<file path="config.mk">
export PLATFORM = sky130hd
export DESIGN_NAME = midi_note_parser_flat
export DESIGN_NICKNAME = d
export VERILOG_FILES = /design/src/rtl/midi_note_parser_if.sv /design/src/rtl/midi_note_parser.sv /design/src/flat_wrapper.sv
export SDC_FILE = /design/constraint.sdc
export NUM_CORES = 1
export LEC_CHECK = 0
export CAP_MARGIN = 0
export CORE_MARGIN = 5
export CORE_UTILIZATION = 46
export DETAILED_ROUTE_END_ITERATION = 7
export GPL_TIMING_DRIVEN = 0
export HOLD_SLACK_MARGIN = 0.03
export PLACE_DENSITY_LB_ADDON = 0.1
export RECOVER_POWER = 25
export SLEW_MARGIN = 20
export SYNTH_ARGS = -nofsm -noshare
export SYNTH_HDL_FRONTEND = slang
export SYNTH_SLANG_ARGS = --single-unit
</file>
<file path="constraint.sdc">
create_clock -name clk -period 1.65 [get_ports clk]
set_input_delay 0.33 -clock clk [delete_from_list [all_inputs] [get_ports clk]]
set_output_delay 0.33 -clock clk [all_outputs]
set_load 0.01 [all_outputs]
</file>
<file path="src/rtl/midi_note_parser_if.sv">
// Byte-in / note-out bundle for midi_note_parser; the slave modport is the parser's view.
interface midi_note_parser_if;
  logic [7:0] rxByte;
  logic       rxValid;
  logic [7:0] midiNoteNumber;
  logic [6:0] noteVelocity;
  logic       noteGate;
  logic       noteEvent;

  modport master (
    output rxByte, rxValid,
    input  midiNoteNumber, noteVelocity, noteGate, noteEvent
  );

  modport slave (
    input  rxByte, rxValid,
    output midiNoteNumber, noteVelocity, noteGate, noteEvent
  );
endinterface

</file>
<file path="src/rtl/midi_note_parser.sv">
// MIDI byte-stream parser producing a monophonic last-note-priority gate/note/velocity.
// Define MIDI_NOTE_PARSER_OMNI_EN to accept every channel instead of only MIDI_CHANNEL.
module midi_note_parser #(
  parameter logic [3:0] MIDI_CHANNEL = 4'd0
) (
  input logic               clk,
  input logic               reset_n,
  midi_note_parser_if.slave bus
);

  typedef enum logic [1:0] {IDLE, DATA1, DATA2} state_t;

  state_t     state_q, state_d;
  logic [3:0] type_q, type_d;
  logic       match_q, match_d;
  logic       two_q, two_d;
  logic [6:0] key_q, key_d;
  logic [6:0] note_q, note_d;
  logic [6:0] vel_q, vel_d;
  logic       gate_q, gate_d;
  logic       event_q, event_d;

  logic [7:0] rx_byte;
  logic       ch_match;
  logic       off_hit;

  assign rx_byte = bus.rxByte;

`ifdef MIDI_NOTE_PARSER_OMNI_EN
  assign ch_match = 1'b1;
`else
  assign ch_match = (rx_byte[3:0] == MIDI_CHANNEL);
`endif

  // A note-off only matters when it names the note that is currently sounding.
  assign off_hit = (key_q == note_q) && gate_q;

  always_comb begin
    state_d = state_q;
    type_d  = type_q;
    match_d = match_q;
    two_d   = two_q;
    key_d   = key_q;
    note_d  = note_q;
    vel_d   = vel_q;
    gate_d  = gate_q;
    event_d = 1'b0;

    if (bus.rxValid && (rx_byte[7:3] != 5'b11111)) begin
      if (rx_byte[7:4] == 4'hF) begin
        state_d = IDLE;
        type_d  = 4'h0;
        match_d = 1'b0;
        two_d   = 1'b0;
      end else if (rx_byte[7]) begin
        state_d = DATA1;
        type_d  = rx_byte[7:4];
        match_d = ch_match;
        two_d   = (rx_byte[7:4] != 4'hC) && (rx_byte[7:4] != 4'hD);
      end else begin
        case (state_q)
          DATA1: begin
            key_d   = rx_byte[6:0];
            state_d = two_q ? DATA2 : DATA1;
          end
          DATA2: begin
            state_d = DATA1;
            if (match_q) begin
              case (type_q)
                4'h9: begin
                  if (rx_byte[6:0] != 7'd0) begin
                    note_d  = key_q;
                    vel_d   = rx_byte[6:0];
                    gate_d  = 1'b1;
                    event_d = 1'b1;
                  end else if (off_hit) begin
                    gate_d  = 1'b0;
                    event_d = 1'b1;
                  end
                end
                4'h8: begin
                  if (off_hit) begin
                    gate_d  = 1'b0;
                    event_d = 1'b1;
                  end
                end
                4'hB: begin
                  if (key_q == 7'h7B) begin
                    gate_d  = 1'b0;
                    event_d = gate_q;
                  end
                end
                default: ;
              endcase
            end
          end
          default: ;
        endcase
      end
    end
  end

  always_ff @(posedge clk) begin
    if (!reset_n) begin
      state_q <= IDLE;
      type_q  <= 4'h0;
      match_q <= 1'b0;
      two_q   <= 1'b0;
      key_q   <= 7'd0;
      note_q  <= 7'd0;
      vel_q   <= 7'd0;
      gate_q  <= 1'b0;
      event_q <= 1'b0;
    end else begin
      state_q <= state_d;
      type_q  <= type_d;
      match_q <= match_d;
      two_q   <= two_d;
      key_q   <= key_d;
      note_q  <= note_d;
      vel_q   <= vel_d;
      gate_q  <= gate_d;
      event_q <= event_d;
    end
  end

  assign bus.midiNoteNumber = {1'b0, note_q};
  assign bus.noteVelocity   = vel_q;
  assign bus.noteGate       = gate_q;
  assign bus.noteEvent      = event_q;

endmodule

</file>
<file path="src/flat_wrapper.sv">
// flat-port wrapper written by rule: the top's interface ports become plain ports
module midi_note_parser_flat 
#(
  parameter logic [3:0] MIDI_CHANNEL = 4'd0
)
  (clk, reset_n, bus_rxByte, bus_rxValid, bus_midiNoteNumber, bus_noteVelocity, bus_noteGate, bus_noteEvent);
  midi_note_parser_if bus_i ();
  input logic clk;
  input logic reset_n;
  input wire logic [$bits(bus_i.rxByte)-1:0] bus_rxByte;
  input wire logic [$bits(bus_i.rxValid)-1:0] bus_rxValid;
  output wire logic [$bits(bus_i.midiNoteNumber)-1:0] bus_midiNoteNumber;
  output wire logic [$bits(bus_i.noteVelocity)-1:0] bus_noteVelocity;
  output wire logic [$bits(bus_i.noteGate)-1:0] bus_noteGate;
  output wire logic [$bits(bus_i.noteEvent)-1:0] bus_noteEvent;
  assign bus_i.rxByte = bus_rxByte;
  assign bus_i.rxValid = bus_rxValid;
  assign bus_midiNoteNumber = bus_i.midiNoteNumber;
  assign bus_noteVelocity = bus_i.noteVelocity;
  assign bus_noteGate = bus_i.noteGate;
  assign bus_noteEvent = bus_i.noteEvent;
  midi_note_parser #(.MIDI_CHANNEL(MIDI_CHANNEL)) u_core (.clk(clk), .reset_n(reset_n), .bus(bus_i));
endmodule
</file>
Word-level counts from Yosys, hierarchy flattened. Cells that the tools add are included.

Eq/ne operators: 12. Mux-type cells: 18. Bitwise logic cells: 6. Reduce and logical (&&, ||, !) cells: 14.

Operators by type and width (number): == test 4 bit, second input constant (4); AND reduction 7 bit (2); two-way mux 1 bit (10); two-way mux 4 bit (2); inequality test 4 bit, second input constant (2); == test 7 bit (1); == test 7 bit, second input constant (1); nonzero test 7 bit (1); two-way mux 2 bit (3); NOT 1 bit (6); one-hot mux 1 bit (3 select lines) (2); OR reduction 6 bit (1); inequality test 5 bit, second input constant (1); zero test 4 bit (1); one-hot mux 2 bit (2 select lines) (1); AND reduction 2 bit (2); AND reduction 4 bit (1); nonzero test 4 bit (1); logical AND 1 bit (3); nonzero test 3 bit (1); == test 2 x 1 -> 1 bit, second input constant (1); == test 2 bit, second input constant (1); inequality test 2 x 1 -> 1 bit, second input constant (1); nonzero test 2 bit (1).

Flip-flop bits (word level): 31. Bits of input ports: 11. Output and inout port bits: 17. Logic and storage cells: 59.

Depth between registers and ports, before layout. Gate-level depths: netlist of run 1.

Depth after elaboration: 5. Mapped depth: 6. Gate-level depth less buffers: 4.

Least setup slack after synthesis of run 1. OpenSTA, ideal clock, no wires.

Path type: input -> register. From: input bus_rxByte[1]. To: register u_core.note_q[6]. Setup time: 126 ps. Arrival time: 1541 ps. Required time: 1524 ps. Setup slack: -17 ps. Stages on the path: 5. Path buffers: 1. Cells stage by stage: or4_4 o41a_2 buf_6 nand3_1 a21boi_0.

Longest elaborated chain between the ends: 2.

Ends and longest elaborated chain: from (decl) (line flat_wrapper.sv:10) `input wire logic [$bits(bus_i.rxByte)-1:0] bus_rxByte;`; nonzero test 7 bit (line midi_note_parser.sv:71) `if (rx_byte[6:0] != 7'd0) begin`; AND reduction 7 bit (no line); to (signal assigned) (line midi_note_parser.sv:120) `note_q <= note_d;`; to (decl) (line midi_note_parser.sv:18) `logic [6:0] note_q, note_d;`.

Every way passes these cells. A chain may end at the register's enable or synchronous reset.

Worst setup path in the final report of run 1.
From: register u_core.note_q[4]. To: output bus_midiNoteNumber[4].

RTL lines: to (decl) (line flat_wrapper.sv:12) `output wire logic [$bits(bus_i.midiNoteNumber)-1:0] bus_midiNoteNumber;`.

No word-level cell between the ends.

==> results of run 1 <==
## per-stage QoR
step                utilization  cells  instance area [um^2]
global route             0.5874    241                  1929
CTS                      0.5817    241                  1911
finish                   0.5874    241                  1929
floorplan                     -    164                  1544
global placement         0.5577    233                  1832
detailed placement       0.5577    233                  1832
## power groups by stage
| stage | Combinational [mW] | Clock (mW) | Sequential, mW |
|---|---|---|---|
| 3_5_place_dp | 0.125 | 0 | 0.791 |
| 5_1_grt | 0.133 | 0.687 | 0.776 |
| 3_3_place_gp | 0.122 | 0 | 0.790 |
| 4_1_cts | 0.121 | 0.648 | 0.773 |
| 6_report | 0.121 | 0.630 | 0.774 |
| 2_1_floorplan | 0.0820 | 0 | 0.787 |
## final timing paths
path / endpoint / cells past startpoint
worst max-delay path: bus_midiNoteNumber[4] / 1
worst min-delay path: u_core.bus.noteVelocity[2] / 3
worst max register to register: u_core.note_q[3] / 5
worst min register to register: u_core.bus.noteVelocity[0] / 2
## placed cells by master, fill, tap and decap left out, types with 2 or more instances in the layout
cell and count:
xor2_1 7, a21boi_0 7, dfxtp_2 3, o21ai_0 6
clkdlybuf4s50_1 15, dfxtp_1 28, nand2b_1 2, nand2_1 3
nor2_1 3, nand4_1 3, nor3b_1 2, inv_1 3
nand3_1 18, clkbuf_1 3, clkdlybuf4s25_1 4, a31oi_1 2
and2_1 3, mux2i_1 12, a21boi_1 9, clkbuf_4 6
buf_4 3, o21ai_1 9, buf_2 6, nor2b_1 13
buf_6 2
## logic make-up (layout without fill, tap and decap cells)
logic type | after synthesis | in the layout | synth area share
muxes | 12 | 12 | 0.07824
AOI/OAI and AO/OA | 41 | 41 | 0.2013
and+or+nand+nor | 55 | 55 | 0.2135
buffers and inverters | 16 | 47 | 0.05460
DFF | 31 | 31 | 0.4042
xor gates and xnor gates | 8 | 8 | 0.04564
other | 1 | 1 | 0.002443
## state kept, by name, summed over array words and instances, names as in the netlist
signal / count
u_core.bus.noteEvent: 1
u_core.bus.noteGate: 1
u_core.bus.noteVelocity: 7
u_core.key_q: 7
u_core.match_q: 1
u_core.note_q: 7
u_core.state_q: 2
u_core.two_q: 1
u_core.type_q: 4
## repair_timing
item | CTS | global route
setup buffers | 2 | 0
setup endpoints to repair | 23 | 24
resized for setup | 14 | 14
pin swaps | 3 | 1
gates cloned | 0 | 0
hold buffers | 0 | 0
endpoints found under the hold margin | 0 | 0
## routing by layer
layer	vias to the layer above	routed length, um	GRT usage
met4	0	40	0.1042
met2	24	1760	0.2916
met5	-	0	0
met1	633	1789	0.2291
met3	7	210	0.05990
li1	651	-	-
## layout make-up
cell class,instances,area share
sequential,31,0.3236
timing repair buffer,25,0.1187
buffer,11,0.03567
tap,46,0.02983
clock buffer,6,0.02659
multi-input combinational,117,0.4416
inverter,3,0.005837
clock inverter,2,0.01816
==> results.py, run 1 <==
metrics = {
    "clocking": {
        "cts_tree": "built",
        "cts_max_level": 2,
        "path_clk_slew_ns": 0.10,
        "cts-buffers-inserted": 5,
        "cts.sinks": 31,
        "clock_latency_ns": 0.34,
        "cts_max_path_buffers": 2,
        "root_buffer": "clkbuf_4",
    },
    "floorplan": {
        "dieArea_um2": 4593,
        "die_x_um": 67.77,
        "core_um2": 3284,
        "start_util": 0.4674,
        "fp.dieH_um": 67.77,
        "io-pin-count": 28,
        "rows": 21,
    },
    "sta": {
        "setup_tns_ns": 0,
        "setup_ws_ns": 0.05298,
        "hold-worst-slack_ns": 0.2804,
        "fmax_mhz": 626.2,
        "setup_viol": 0,
        "drv_slew": 0,
        "finalHoldViolations": 0,
        "fin_crit_ns": 1.597,
        "rsz0062_at_grt": "yes",
        "finClkSkew_ns": 0.01296,
        "finalCritPeriodShare": 0.9679,
    },
    "power_and_ir_drop": {
        "p_comb_frac": 0.079,
        "p_int_mw": 1.176,
        "clkPwrFrac": 0.413,
        "leakagePower_nw": 0.6806,
        "net-switching-power_uw": 349.0,
        "power.density_nw_per_um2": 790.2,
        "vdd_drop_max_v": 0.0004853,
        "seq_power_share": 0.508,
        "power.total_mw": 1.525,
        "swShare": 0.2289,
    },
    "synth": {
        "syn_area_um2": 1535,
        "synth_commonest_cells": "31 x dfxtp_1, 18 x nand3_1, 13 x nor2b_1",
        "synth_edf_count": 0,
        "yosysTopAreaCell": "dfxtp_1",
        "syn_area_per_cell_um2": 9.361,
        "ys_seq_elements": 31,
        "yosysWarnings": 0,
        "synth_cell_types": 39,
        "synth_nets": 175,
        "synth_cells": 164,
        "async_flop_share": 0,
        "synth_top_area_frac": 0.4042,
        "synth.most_common_cell": "dfxtp_1",
        "ys.flop_type": "dfxtp_1",
        "synthTopCellsByArea": "dfxtp_1 40%, mux2i_1 7.8%, nand3_1 5.9%",
        "yosysSeqAreaShare": 0.4042,
    },
    "cells_and_area": {
        "num_antenna_cells": 0,
        "final_nets": 205,
        "layout-drive-gt1-share": 0.1744,
        "areaGrowthSynthToFinish_pct": 25.67,
        "multi_input_area_um2": 852.1,
        "regArea_um2": 624.3,
        "filler_cell_count": 293,
    },
    "global_routing": {
        "grt_max_degree": 11,
        "grt_use_total": 0.1881,
        "gr-total-overflow": 0,
        "antenna_found_initial": 0,
        "grt_pass1_wl_um": 6306,
        "grt_pass1_vias": 1331,
    },
    "setup_path": {
        "r2r-start": "u_core.state_q[1]",
        "crit_arrival_ns": 1.27,
        "crit_slowest_cell": "clkdlybuf4s50_1",
        "max_stage_delay_ns": 0.55,
        "timing.critical_path.from": "u_core.note_q[4]",
        "cp_top_family": "buffers and inverters",
        "startpoint_type": "flop",
        "cp_max_fo": 3,
        "end_kind": "output pin",
        "path_cells": "clkdlybuf4s50_1",
        "critical_path_class": "flop to output pin",
        "cp_data_required_time_ns": 1.32,
        "reg2reg_slack_ns": 0.19,
        "path_buf_inv": 1,
    },
    "placement": {
        "port_buffers": 23,
        "gp_congestion": 0.7887,
        "place_ws_ns": -0.7458,
        "hpwl_um": 2764,
    },
    "hold_path": {
        "hold_start": "bus_rxByte[2]",
        "hold_path.class": "primary input to flop",
    },
    "routing": {
        "viasPerCell": 5.456,
        "drt-initial-drc-count": 95,
        "post-route-drc-count": 0,
        "postRouteAntennaNets": 0,
        "detail_route.first_pass.iterations": 2,
        "wire_per_inst_um": 15.77,
        "vias": 1315,
        "routed_wl_um": 3800,
    },
    "flow_run": {
        "max_cap_violations": 0,
    },
    "outcome": {
        "status": "finished, final reports clean",
    },
}
No activity file was read; power rests on OpenSTA's default activity.
==> inputs of run 2 (changes only) <==
--- a/config.mk
+++ b/config.mk
@@ -6,6 +6,7 @@
 export NUM_CORES = 1
 export LEC_CHECK = 0
 export CAP_MARGIN = 0
+export CORE_ASPECT_RATIO = 1.1
 export CORE_MARGIN = 5
 export CORE_UTILIZATION = 46
 export DETAILED_ROUTE_END_ITERATION = 7
==> run 2 against run 1 <==
Compared with the run above:
- core utilization down 0.49 points
- combinational power about the same
- highest routed layer unchanged
- worst setup slack worse by 0.044 ns
==> results.py, run 2 (synthesis gave the netlist of run 1 again) <==
metrics = {
    "power_and_ir_drop": {
        "clkPwrFrac": 0.339,
        "p_comb_frac": 0.092,
        "power.density_nw_per_um2": 711.8,
        "leakagePower_nw": 0.6824,
        "power.total_mw": 1.358,
        "vdd_drop_max_v": 0.0005338,
        "swShare": 0.2519,
        "p_int_mw": 1.016,
        "seq_power_share": 0.570,
        "net-switching-power_uw": 342.2,
    },
    "setup_path": {
        "cp_max_fo": 7,
        "r2r_cells": 4,
        "critical_path_class": "primary input to flop",
        "crit_arrival_ns": 1.86,
        "reg2reg_slack_ns": 0.12,
        "startpoint_type": "primary input",
        "end_kind": "flop",
        "crit_path_end": "u_core.key_q[6]",
        "r2r-end": "u_core.bus.noteGate",
        "r2r-start": "u_core.key_q[4]",
        "timing.critical_path.from": "bus_rxValid",
        "cp_data_required_time_ns": 1.87,
    },
    "cells_and_area": {
        "areaGrowthSynthToFinish_pct": 24.29,
        "layout_common_cells": "26 x dfxtp_1, 19 x clkdlybuf4s50_1, 17 x nand3_1, 12 x mux2i_1, 12 x nor2b_1",
        "num_antenna_cells": 0,
        "final_common_cell": "dfxtp_1",
        "layout-drive-gt1-share": 0.1878,
        "final_nets": 208,
    },
    "clocking": {
        "cts_tree": "built",
        "clock_latency_ns": 0.33,
        "cts_max_level": 2,
        "cts.sinks": 31,
        "cts_max_path_buffers": 2,
        "root_buffer": "clkbuf_4",
        "postCtsHoldBufs": 0,
        "path_clk_slew_ns": 0.10,
        "cts-buffers-inserted": 5,
    },
    "floorplan": {
        "die_x_um": 65.08,
        "rows": 22,
        "io-pin-count": 28,
        "dieArea_um2": 4594,
        "fp.dieH_um": 70.59,
        "start_util": 0.4687,
        "core_um2": 3276,
    },
    "routing": {
        "viasPerCell": 5.661,
        "wire_per_inst_um": 16.39,
        "vias": 1319,
        "postRouteAntennaNets": 0,
        "detail_route.first_pass.iterations": 4,
        "post-route-drc-count": 0,
        "routed_wl_um": 3818,
        "drt-initial-drc-count": 69,
    },
    "sta": {
        "setup_tns_ns": 0,
        "fmax_mhz": 609.4,
        "finalHoldViolations": 0,
        "drv_slew": 0,
        "finalCritPeriodShare": 0.9946,
        "finClkSkew_ns": 0.008829,
        "fin_crit_ns": 1.641,
        "setup_viol": 0,
        "hold-worst-slack_ns": 0.2906,
    },
    "global_routing": {
        "grt_use_total": 0.1797,
        "grt_max_degree": 11,
        "grt_pass1_vias": 1342,
        "gr-total-overflow": 0,
        "grt_pass1_wl_um": 6403,
        "antenna_found_initial": 0,
    },
    "hold_path": {
        "hold_start": "bus_rxByte[0]",
        "hold_path.class": "primary input to flop",
    },
    "outcome": {
        "status": "finished, final reports clean",
    },
    "flow_run": {
        "max_cap_violations": 0,
    },
    "placement": {
        "port_buffers": 23,
        "hpwl_um": 2664,
        "gp_congestion": 0.7876,
    },
}
==> run 2: worst min-delay path by stage <==
| stage | endpoint | slack (ns) | cells past startpoint |
|---|---|---|---|
| 4_1_cts | u_core.bus.noteVelocity[0] | 0.28 | 3 |
| 3_5_place_dp | u_core.bus.noteVelocity[4] | 0.48 | 2 |
| 5_1_grt | u_core.bus.noteVelocity[2] | 0.28 | 3 |
| 2_1_floorplan | u_core.type_q[2] | 0.46 | 2 |
| 3_3_place_gp | u_core.bus.noteVelocity[0] | 0.46 | 2 |
| 6_report | u_core.bus.noteVelocity[0] | 0.29 | 3 |
==> run 2: layout make-up <==
type,instances,area [um^2]
tap,36,45.04
inverter,3,11.26
fill,304,1368
clock inverter,1,5.005
timing repair buffer,28,255.2
clock buffer,6,51.30
multi-input combinational,117,848.3
sequential,31,626.9
buffer,11,65.06
==> run 2: per-layer routing <==
metal / part of all wire / global-route usage
met1: 0.45 / 0.2332
met2: 0.48 / 0.2716
met3: 0.060 / 0.06349
met4: 0.0063 / 0.07373
met5: 0 / 0
==> run 2: per-stage QoR <==
stage	util	setup slack (ns)	std cells	area, um^2
4_1_cts	0.5726	0.007298	231	1876
5_1_grt	0.5825	-0.07543	233	1908
6_report	0.5825	0.008927	233	1908
3_3_place_gp	0.5554	-0.6631	223	1819
3_5_place_dp	0.5554	-0.6989	223	1819
2_1_floorplan	-	0.01545	164	1544
==> run 2: worst max-delay path: stages <==
cell,delay [ns]
clkdlybuf4s50_1,0.50
nor2b_2,0.20
and3b_1,0.46
mux2i_1,0.29
nor2b_1,0.08
==> run 2: repair_timing <==
action,4_1_cts,5_1_grt
pin swaps,4,2
setup buffers,2,2
endpoints found under the setup margin,23,24
resized for setup,15,15
cloned,1,0
==> run 2: power by group through the flow <==
stage / Clock, mW / Sequential, mW / Combinational, mW
CTS: 0.468 / 0.773 / 0.121
global route: 0.514 / 0.776 / 0.136
finish: 0.460 / 0.774 / 0.124
floorplan: 0 / 0.787 / 0.0820
detailed placement: 0 / 0.791 / 0.124
global placement: 0 / 0.790 / 0.121
==> inputs of run 3 (changes only) <==
--- a/config.mk
+++ b/config.mk
@@ -5,7 +5,7 @@
 export SDC_FILE = /design/constraint.sdc
 export NUM_CORES = 1
 export LEC_CHECK = 0
-export CAP_MARGIN = 0
+export CAP_MARGIN = 10
 export CORE_ASPECT_RATIO = 1.1
 export CORE_MARGIN = 5
 export CORE_UTILIZATION = 46
==> results of run 3 <==
The final DEF is identical to that of run 2; final timing and power are the same.
